### src/rtl/mem_wb.sv
// MEM/WB pipeline register: stall/flush control plus big-endian load alignment and extension.
// Optional LL/SC link bit is compiled in with `MEM_WB_LLBIT_EN.
module mem_wb (
  input  logic        clk,
  input  logic        rst,
  input  logic [5:0]  stall,
  input  logic        flush,
  input  logic [4:0]  mem_wd,
  input  logic        mem_wreg,
  input  logic [31:0] mem_wdata,
  input  logic [2:0]  mem_ldop,
  input  logic [1:0]  mem_addr_lo,
  input  logic [31:0] mem_rdata,
  input  logic        mem_whilo,
  input  logic [31:0] mem_hi,
  input  logic [31:0] mem_lo,
`ifdef MEM_WB_LLBIT_EN
  input  logic        mem_llbit_we,
  input  logic        mem_llbit_value,
  output logic        llbit_o,
`endif
  output logic [4:0]  wb_wd,
  output logic        wb_wreg,
  output logic [31:0] wb_wdata,
  output logic        wb_whilo,
  output logic [31:0] wb_hi,
  output logic [31:0] wb_lo,
  output logic        wb_misalign
);

  localparam logic [2:0] LD_LB = 3'd1, LD_LBU = 3'd2, LD_LH = 3'd3, LD_LHU = 3'd4, LD_LW = 3'd5;

  logic [4:0]  wd_q, wd_d;
  logic        wreg_q, wreg_d, whilo_q, whilo_d, mis_q, mis_d;
  logic [31:0] wdata_q, wdata_d, hi_q, hi_d, lo_q, lo_d;
  logic [31:0] ld_data, byte_w;
  logic [15:0] half_v;
  logic        misalign;
  logic        zero_slot, hold;

  // Only the MEM and WB stall bits matter here.
  logic unused_stall;
  assign unused_stall = ^stall[3:0];

  assign zero_slot = rst | flush | (stall[4] & ~stall[5]);
  assign hold      = stall[4] & stall[5];

  // Byte n of a big-endian word sits at bits [31-8n -: 8].
  assign byte_w = mem_rdata >> {~mem_addr_lo, 3'b000};
  assign half_v = mem_addr_lo[1] ? mem_rdata[15:0] : mem_rdata[31:16];

  always_comb begin
    ld_data  = mem_wdata;
    misalign = 1'b0;
    case (mem_ldop)
      LD_LB:  ld_data = {{24{byte_w[7]}}, byte_w[7:0]};
      LD_LBU: ld_data = {24'd0, byte_w[7:0]};
      LD_LH:  begin ld_data = {{16{half_v[15]}}, half_v}; misalign = mem_addr_lo[0]; end
      LD_LHU: begin ld_data = {16'd0, half_v};            misalign = mem_addr_lo[0]; end
      LD_LW:  begin ld_data = mem_rdata;                  misalign = |mem_addr_lo;   end
      default: ld_data = mem_wdata;
    endcase
  end

  always_comb begin
    wd_d = wd_q; wreg_d = wreg_q; wdata_d = wdata_q;
    whilo_d = whilo_q; hi_d = hi_q; lo_d = lo_q; mis_d = mis_q;
    if (zero_slot) begin
      wd_d = '0; wreg_d = 1'b0; wdata_d = '0;
      whilo_d = 1'b0; hi_d = '0; lo_d = '0; mis_d = 1'b0;
    end else if (!hold) begin
      wd_d    = mem_wd;
      wreg_d  = mem_wreg & ~misalign;
      wdata_d = misalign ? 32'd0 : ld_data;
      mis_d   = misalign;
      whilo_d = mem_whilo;
      hi_d    = mem_hi;
      lo_d    = mem_lo;
    end
  end

  always_ff @(posedge clk) begin
    wd_q    <= wd_d;
    wreg_q  <= wreg_d;
    wdata_q <= wdata_d;
    whilo_q <= whilo_d;
    hi_q    <= hi_d;
    lo_q    <= lo_d;
    mis_q   <= mis_d;
  end

  assign wb_wd       = wd_q;
  assign wb_wreg     = wreg_q;
  assign wb_wdata    = wdata_q;
  assign wb_whilo    = whilo_q;
  assign wb_hi       = hi_q;
  assign wb_lo       = lo_q;
  assign wb_misalign = mis_q;

`ifdef MEM_WB_LLBIT_EN
  logic llwe_q, llwe_d, llval_q, llval_d, llbit_q, llbit_d;

  always_comb begin
    llwe_d  = llwe_q;
    llval_d = llval_q;
    if (zero_slot) begin
      llwe_d  = 1'b0;
      llval_d = 1'b0;
    end else if (!hold) begin
      llwe_d  = mem_llbit_we;
      llval_d = mem_llbit_value;
    end
    llbit_d = llbit_q;
    if (rst || flush)  llbit_d = 1'b0;
    else if (llwe_q)   llbit_d = llval_q;
  end

  always_ff @(posedge clk) begin
    llwe_q  <= llwe_d;
    llval_q <= llval_d;
    llbit_q <= llbit_d;
  end

  // Forward the pending WB update so an SC in MEM sees it immediately.
  assign llbit_o = llwe_q ? llval_q : llbit_q;
`endif

endmodule

### config.mk
export PLATFORM = sky130hd
export DESIGN_NAME = mem_wb
export DESIGN_NICKNAME = d
export VERILOG_FILES = /design/src/rtl/mem_wb.sv
export SDC_FILE = /design/constraint.sdc
export NUM_CORES = 1
export LEC_CHECK = 0
export ABC_AREA = 1
export BUFFER_PORTS_ARGS = -buffer_cell sky130_fd_sc_hd__buf_2
export CORE_AREA = 5 5 140 142
export CTS_CLUSTER_DIAMETER = 80
export DETAILED_ROUTE_END_ITERATION = 7
export DIE_AREA = 0 0 145 147
export MAX_ROUTING_LAYER = met4
export PLACE_DENSITY_LB_ADDON = 0.05
export SLEW_MARGIN = 0
export SYNTH_ARGS = -nofsm -noshare
export SYNTH_HDL_FRONTEND = slang
export SYNTH_SLANG_ARGS = --single-unit
### constraint.sdc
create_clock -name clk -period 2.8 [get_ports clk]
set_clock_uncertainty 0.05 [all_clocks]
set_input_delay 0.56 -clock clk [delete_from_list [all_inputs] [get_ports clk]]
set_output_delay 0.56 -clock clk [all_outputs]
set_load 0.02 [all_outputs]
==> metrics.cfg <==
[run_status]
status=completed

[timing]
hold_slack_ns=0.391
slew_headroom_pct=49.4
min_period_ns=1.84
hold_violations=0
rsz0062_at_grt=no
post-route-period-util_pct=65.7
fin_ws_ns=0.962
slew_violations=0
worst_pin_slew_ns=0.758
setup_tns_ns=0
max_freq_mhz=544
setup_viol_count_final=0

[setup_path]
crit_end=wb_wdata[27]
arrival_ns=2.02
start_kind=input pin
r2r_cells=2
r2r_slack_ns=2.12
critPathLaunch=mem_addr_lo[1]
worst_ep_required_time_ns=2.98
end_kind=flop
timing.rr.start=wb_wdata[9]
critical_path_class=input pin to flop
worst-path-max-fanout=25
reg2reg_to=wb_wdata[9]

[die]
io_pins=253
dieHeight_um=147
start_util_pct=27.1
die_w_um=145
placementRows=50
core_um2=18300
die_area_um2=21300

[cts]
cts_buffers=9
clock_latency_ns=0.35
cts_tree=done
cts_repair_resize_count=0
cts_setup_buffers=0
cts_root_buf=clkbuf_16
cts_hold_buf=0
clockBufferDepth=2
clkTransAtPathRegs_ns=0.08
clock-sinks=104
cts.htree.levels=3

[synthesis]
ys_ff_latch=104
synth.top_cell.area_share_pct=41.9
yosys-top-cells-area=dfxtp_1 42%, nand2_1 23%, a21oi_1 11%
yosys_warnings=0
avgSynthCellArea_um2=6.46
synth_area_um2=4970
yosys.area.top_type=dfxtp_1
syn_inst=769
synth_cell_types=23
yosysSeqAreaShare_pct=41.9
synth_fp_nets=918

[min_path]
min_path_type=input pin to flop

[placed_design]
dpl_worst_slack_ns=0.623
placed_cells=1215
place_congestion=0.804
io_buffer_count=248
dp_hpwl_mm=13.2

[pwr]
total_power_mw=3.63
ir_drop_v=0.000281
p_leak_nw=3.49
p_per_area_nw_per_um2=538

[route]
num_vias=5413
drc=0
wl_mm=18.1
ant_nets=0
wl_per_cell_um=14.7
firstDrtPassIters=4
drt_iter0_markers=257
via_per_inst=4.39

[global_routing]
grtUsageTotal_pct=16.9
antenna_found_initial=1
grt_pass1_wl_mm=28.6
grt-ovfl-total=0
grt_max_degree=72
grt_pass1_vias=5238

[finish]
fin_nets=1141
nFillCells=2105
final-instance-count-excl-fill=1232
area_growth_pct=35.5
drive_gt1_share_pct=30.7

[run]
cap_violations=0

stage by stage:
stage	cell area [um2]	utilization [%]
finish	6740	36.7
global route	6740	36.7
CTS	6730	36.7
detailed placement	6410	35.0
global placement	6410	35.0
floorplan	4970	-
logic make-up (layout without fill, tap and decap cells):
logic type | count (synthesis) | after routing | share of synthesized area [%]
and+or+nand+nor | 450 | 450 | 37.5
AOI/OAI and AO/OA | 119 | 119 | 12.1
DFF | 104 | 104 | 41.9
buffers and inverters | 96 | 324 | 8.48
other | 0 | 1 | 0
critical path, stage by stage:
cell     delay, ns
buf_2         0.36
inv_2         0.18
nand2_1       0.13
nand3_1       0.09
nand3_1       0.13
nand2_1       0.07
inv_2         0.06
buf_4         0.20
nand2_1       0.08
nand2_1       0.07
a21oi_1       0.05
layer usage:
metal  vias to the layer above  part of all wire, %  global-route usage (%)
met5                         -                    0                       -
met4                         0                  1.6                    4.76
met3                        17                  6.1                    4.84
met2                       168                   45                    25.3
met1                      2369                   47                    22.3
li1                       2859                    -                       -
sequential cells by signal, indices dropped and copies added, names as in the netlist:
signal and count:
wb_wreg 1, wb_lo 32, wb_wd 5, wb_wdata 32, wb_misalign 1, wb_whilo 1
wb_hi 32
cell usage after synthesis:
cell type / n
nor2_4: 1
nand2_2: 2
inv_2: 4
dfxtp_1: 104
nand4_4: 1
nand2_4: 1
nand4_1: 1
nor3_1: 1
buf_2: 19
nand3_4: 2
nor2_2: 14
buf_4: 2
a21oi_1: 109
nand3_2: 1
o21ai_0: 8
nand2_1: 304
buf_6: 4
inv_1: 44
clkbuf_1: 23
nand3_1: 53
o211ai_1: 1
nor2_1: 69
a21oi_2: 1
cell usage in the layout (no fill, tap or decap), types with 3 or more instances in the layout:
cell,Yosys,final
clkbuf_16,0,9
buf_12,0,4
buf_2,19,248
o21ai_0,8,8
inv_1,44,42
nand2_2,2,3
nand2_1,304,303
inv_2,4,4
dfxtp_1,104,104
nand3_1,53,53
nor2_2,14,14
nor2_1,69,69
a21oi_1,109,109
buf_4,2,8
how the worst min path moves through the flow:
stage,slack [ns],cells past startpoint,endpoint,startpoint
finish,0.39,3,wb_hi[19],mem_hi[19]
global route,0.37,3,wb_hi[17],mem_hi[17]
CTS,0.37,3,wb_hi[17],mem_hi[17]
detailed placement,0.40,2,wb_hi[31],wb_hi[31]
global placement,0.40,2,wb_lo[18],wb_lo[18]
floorplan,0.49,2,wb_wdata[15],wb_wdata[15]
report_power, final:
part	switching [mW]	internal (mW)	leakage, nW
Clock	0.650	0.743	0.156
Combinational	0.430	0.247	2.49
Sequential	0.0241	1.53	0.847
cell type report:
type,instances,area (um2),share of cell area [%]
multi-input cells,569,2470,36.7
flip-flops and latches,104,2080,30.9
repair buffers,260,1380,20.5
well taps,234,293,4.35
clock buffers,10,239,3.55
inverters,48,183,2.71
clock inverters,6,85.1,1.26
diodes,1,2.50,0.0372
(Power assumes the default switching activity.)
